**src/rtl/q_mult.sv**
```systemverilog
// q_mult: two-stage pipelined signed fixed-point multiplier (Q(N-Q).Q format).
// The product is rounded half-up, arithmetically shifted by Q and saturated to N bits.
// Ports:
//   clk       - rising-edge clock
//   rst_n     - asynchronous active-low reset, clears every register
//   in_valid  - a/b are sampled this cycle
//   a, b      - signed N-bit operands
//   q_result  - rounded, saturated product (holds while out_valid=0)
//   out_valid - q_result/overflow belong to an accepted pair
//   overflow  - q_result was saturated
module q_mult #(
   parameter int unsigned N = 32,
   parameter int unsigned Q = 16
) (
   input  logic         clk,
   input  logic         rst_n,
   input  logic         in_valid,
   input  logic [N-1:0] a,
   input  logic [N-1:0] b,
   output logic [N-1:0] q_result,
   output logic         out_valid,
   output logic         overflow
);

   localparam int unsigned PW = 2 * N;
   localparam logic [PW:0]  RndBias = {{PW{1'b0}}, 1'b1} << (Q - 1);
   localparam logic [N-1:0] MaxVal  = {1'b0, {(N - 1){1'b1}}};
   localparam logic [N-1:0] MinVal  = {1'b1, {(N - 1){1'b0}}};

   // Stage 1: exact product
   logic [PW-1:0] prod_d, prod_q;
   logic          vld1_d, vld1_q;

   // Stage 2: round / shift / saturate (combinational)
   logic        [PW:0]  rnd;
   logic signed [PW:0]  shf;
   logic        [N+1:0] top;
   logic        [N-1:0] sat_val;
   logic                sat_ovf;

   // Output register
   logic [N-1:0] res_d, res_q;
   logic         ovf_d, ovf_q;
   logic         ovld_d, ovld_q;

   always_comb begin
      vld1_d = in_valid;
      prod_d = prod_q;
      if (in_valid) begin
         // Sign-extend to 2N so the 2N-bit product is exact.
         prod_d = $signed({{N{a[N-1]}}, a}) * $signed({{N{b[N-1]}}, b});
      end
   end

   always_comb begin
      // One extra bit so the rounding bias can never wrap.
      rnd = {prod_q[PW-1], prod_q} + RndBias;
      shf = $signed(rnd) >>> Q;
      // Value fits in N bits iff bits [PW:N-1] are all copies of the sign.
      top = shf[PW:N-1];
      if ((top == '0) || (top == '1)) begin
         sat_val = shf[N-1:0];
         sat_ovf = 1'b0;
      end else begin
         sat_val = shf[PW] ? MinVal : MaxVal;
         sat_ovf = 1'b1;
      end
   end

   always_comb begin
      ovld_d = vld1_q;
      res_d  = res_q;
      ovf_d  = ovf_q;
      if (vld1_q) begin
         res_d = sat_val;
         ovf_d = sat_ovf;
      end
   end

   always_ff @(posedge clk or negedge rst_n) begin
      if (!rst_n) begin
         prod_q <= '0;
         vld1_q <= 1'b0;
         res_q  <= '0;
         ovf_q  <= 1'b0;
         ovld_q <= 1'b0;
      end else begin
         prod_q <= prod_d;
         vld1_q <= vld1_d;
         res_q  <= res_d;
         ovf_q  <= ovf_d;
         ovld_q <= ovld_d;
      end
   end

   assign q_result  = res_q;
   assign overflow  = ovf_q;
   assign out_valid = ovld_q;

endmodule

```
**config.mk**
```make
export PLATFORM = sky130hd
export DESIGN_NAME = q_mult
export DESIGN_NICKNAME = d
export VERILOG_FILES = /design/src/rtl/q_mult.sv
export SDC_FILE = /design/constraint.sdc
export NUM_CORES = 2
export LEC_CHECK = 0
export CAP_MARGIN = 40
export CELL_PAD_IN_SITES_DETAIL_PLACEMENT = 0
export CELL_PAD_IN_SITES_GLOBAL_PLACEMENT = 1
export CORE_MARGIN = 3
export CORE_UTILIZATION = 56
export CTS_CLUSTER_DIAMETER = 80
export DETAILED_ROUTE_END_ITERATION = 8
export PLACE_DENSITY = 0.95
export SLEW_MARGIN = 10
export SYNTH_ARGS = -nofsm -noshare
export SYNTH_HDL_FRONTEND = slang
export SYNTH_SLANG_ARGS = --single-unit
export TNS_END_PERCENT = 30
```
**constraint.sdc**
```tcl
create_clock -name clk -period 5.1 [get_ports clk]
set_input_delay 0.765 -clock clk [delete_from_list [all_inputs] [get_ports clk]]
set_output_delay 0.765 -clock clk [all_outputs]
set_load 0.05 [all_outputs]
```
==> metrics.md <==
| Metric | Value |
|---|---|
| Outcome | finished with violations |
| Violated checks | negative setup slack |
| Share of the yosys chip area belonging to registers | 5.227% |
| Arrival time at the worst endpoint | 8420 ps |
| Count of state elements after synthesis | 84 |
| Max Fclk | 122.1 MHz |
| Via/cell ratio | 5.958 |
| Count of nets left with antenna violations after detail routing | 0 |
| Wire length of the first global-routing pass | 210,600 microns |
| Count of H-tree levels built during CTS | 3 |
| Final weighted congestion in routability-driven placement | 0.9313 |
| Site row count | 97 |
| Period utilisation layout | 160.6% |
| Final design utilization | 72.13% |
| Most instantiated flip-flop cell in the synthesis netlist | sky130_fd_sc_hd__dfrtp_1 |
| Crit Path Category | primary input to flop |
| Capturing element type of the critical path | flop |
| Most common cell after layout, fill and taps aside | sky130_fd_sc_hd__fa_1 |
| Highest-count cells in the layout ignoring fill and taps | sky130_fd_sc_hd__fa_1 (976), sky130_fd_sc_hd__inv_1 (919), sky130_fd_sc_hd__nand2_1 (509), sky130_fd_sc_hd__buf_4 (475), sky130_fd_sc_hd__and2_1 (461) |
| I/O pin count | 101 |
| Mapped Area | 0.04021 sq mm |
| All-Layer GR Usage | 37.10% |
| Count of distinct cell types in the synthesized netlist | 78 |
| Maximum Capacitance Violations | 0 |
| Wire length per cell | 25.14 microns |
| IO buf count | 100 |
| Aggregate routed wire length | 143,600 microns |
| Post-synth EDFFs | 0 |
| Chip height | 274.0 microns |
| Initial antenna violation count | 13 |
| Final sum of negative setup slack | -123,060 ps |
| Initial cell density of the core | 56.93% |
| Final Critical Period | 8190 ps |
| Net Count, Synth | 5,528 |
| Worst-Skew Late Latency | 350 ps |
| Maximum fanout count along the critical path | 5 |
| Number of hold violations in the final report | 0 |
| Class of the tightest hold or removal check | primary input to async pin |
| Total of endpoints with negative setup slack in the final report | 49 |
| Largest net degree at the start of global routing | 68 |
| Setup Slack @ Placement | -3459 ps |
| Deepest clock path buffer count | 2 |
| Clock edge transition at the registers on the reported setup and hold paths | 60 ps |
| Final global-route overflow total | 0 |
| Layout cells sized above 1 | 24.95% |
| Core footprint | 0.07064 sq mm |
| Number of detailed-route iterations in the first pass | 8 |
| Worst clock skew on the final layout | 6.963 ps |
| Full die area | 0.07506 sq mm |
| Detailed Place HPWL | 89,320 microns |
| Worst Max-Slew Pin Slew | 926.4 ps |
| Rel. slew slack | 38.24% |
| Final worst slack | -3090 ps |
| DRC violation count after routing | 0 |
| Synth-to-Final Area Change | 26.70% |
| Iteration-0 DRC Markers | 3,251 |
| Cells after Synth | 4,199 |
| Total via count in the routed design | 34,030 |
| Clock buffer count from CTS | 9 |
| Die Wd | 274.0 microns |
| Setup repair after global routing missed its margin | yes |
| Number of nets at the end of the flow | 6,085 |
| CTS Hold Buffers Added | 0 |
| Setup crit start kind | primary input |
| Worst endpoint required time | 5330 ps |
| Share of synthesized flip-flops with an asynchronous set or reset | 100.0% |
| Vias in the first global route | 38,300 |
| Post-synthesis average cell area | 9.576 sq um |
| Root buffer cell | sky130_fd_sc_hd__clkbuf_16 |
| Max Transition Viols Final | 0 |
| Yosys Warn Count | 0 |
| TritonCTS sink count | 84 |
| TritonCTS clock tree | built |
critical path, stage by stage:
cell and delay, ps:
sky130_fd_sc_hd__buf_4 150, sky130_fd_sc_hd__buf_12 160, sky130_fd_sc_hd__and2_1 180, sky130_fd_sc_hd__fa_1 710
sky130_fd_sc_hd__fa_1 700, sky130_fd_sc_hd__inv_1 80, sky130_fd_sc_hd__fa_1 400, sky130_fd_sc_hd__fa_1 620
sky130_fd_sc_hd__inv_1 190, sky130_fd_sc_hd__fa_1 480, sky130_fd_sc_hd__fa_1 520, sky130_fd_sc_hd__fa_1 560
sky130_fd_sc_hd__inv_1 60, sky130_fd_sc_hd__fa_1 500, sky130_fd_sc_hd__inv_2 50, sky130_fd_sc_hd__ha_4 260
sky130_fd_sc_hd__buf_4 100, sky130_fd_sc_hd__nand2_1 60, sky130_fd_sc_hd__or3_4 390, sky130_fd_sc_hd__a2111oi_4 340
sky130_fd_sc_hd__buf_4 220, sky130_fd_sc_hd__o221ai_2 140, sky130_fd_sc_hd__o21ai_2 220, sky130_fd_sc_hd__a31oi_1 120
sky130_fd_sc_hd__xnor2_1 140, sky130_fd_sc_hd__mux2_2 260
metal layers:
metal	wire length (microns)	vias up	track usage (%)
met4	14840	14	27.84
met2	66720	2643	60.60
met5	193	-	0
met1	43710	16880	40.73
met3	18130	1142	11.46
li1	-	13350	-
registers in the layout, indices dropped and copies added, names as in the netlist:
name,cells
out_valid,1
overflow,1
prod_q,49
q_result,32
ovld_d,1
final timing paths:
check	slack [ps]	depth (start not counted)	endpoint	start
worst max-delay path	-3090	26	prod_q[60]	a[22]
worst min-delay path	370	1	q_result[1]	rst_n
worst max register to register	1240	11	q_result[15]	prod_q[29]
worst min register to register	560	2	q_result[31]	q_result[31]
max in group asynchronous	3710	2	prod_q[45]	rst_n
min in group clk	560	2	q_result[31]	q_result[31]
cell type report:
type / instances / area, sq um
Antenna cell: 11 / 27.53
Clock buffer: 12 / 246.5
Clock inverter: 4 / 25.02
Fill cell: 4408 / 19690
Inverter: 972 / 3655
Multi-Input combinational cell: 2913 / 35180
Sequential cell: 84 / 2103
Tap cell: 940 / 1176
Timing Repair Buffer: 775 / 8529
Timing Repair inverter: 1 / 7.507
through the flow:
| stage | area [sq um] | hold WS (ps) | cells |
|---|---|---|---|
| 4_1_cts | 50260 | 386.3 | 5680 |
| 3_3_place_gp | 45790 | 547.7 | 5454 |
| 5_1_grt | 50920 | 409.4 | 5701 |
| 6_report | 50950 | 373.5 | 5712 |
| 3_5_place_dp | 45810 | 537.9 | 5455 |
| 2_1_floorplan | 40410 | 404.7 | 4199 |
synth_stat cells (all sizes together) (33+ instances only):
cell | instances | share of area, %
nor2 | 59 | 0.56
nand2 | 534 | 5.0
inv | 971 | 9.1
a21o | 34 | 0.63
fa | 1081 | 54
clkbuf | 212 | 2.0
xor2 | 33 | 0.72
nand3 | 43 | 0.59
ha | 181 | 5.6
a21oi | 62 | 0.77
dfrtp | 84 | 5.2
o21ai | 40 | 0.50
mux2 | 41 | 1.2
and2 | 514 | 8.0
xnor2 | 71 | 1.5
repair_timing:
action	in CTS	in global routing
cloned	48	1
pin swaps	296	118
gates resized for setup	726	132
endpoints found under the hold margin	0	0
setup endpoints to repair	49	49
setup buffers	163	23
kinds of logic (layout without fill, tap and decap cells):
kind of cell	count (synthesis)	count (layout)	synth area share, %
simple gates	1271	1271	16.28
compound gates	232	232	4.058
buf+inv	1202	1764	11.49
xor+xnor	104	104	2.265
flops	84	84	5.227
other cells	0	11	0
fa+ha+maj	1262	1262	59.45
mux	44	44	1.232
Power is not shown: default switching activity piles up to over one toggle a cycle in this logic, so the estimate is an artifact.
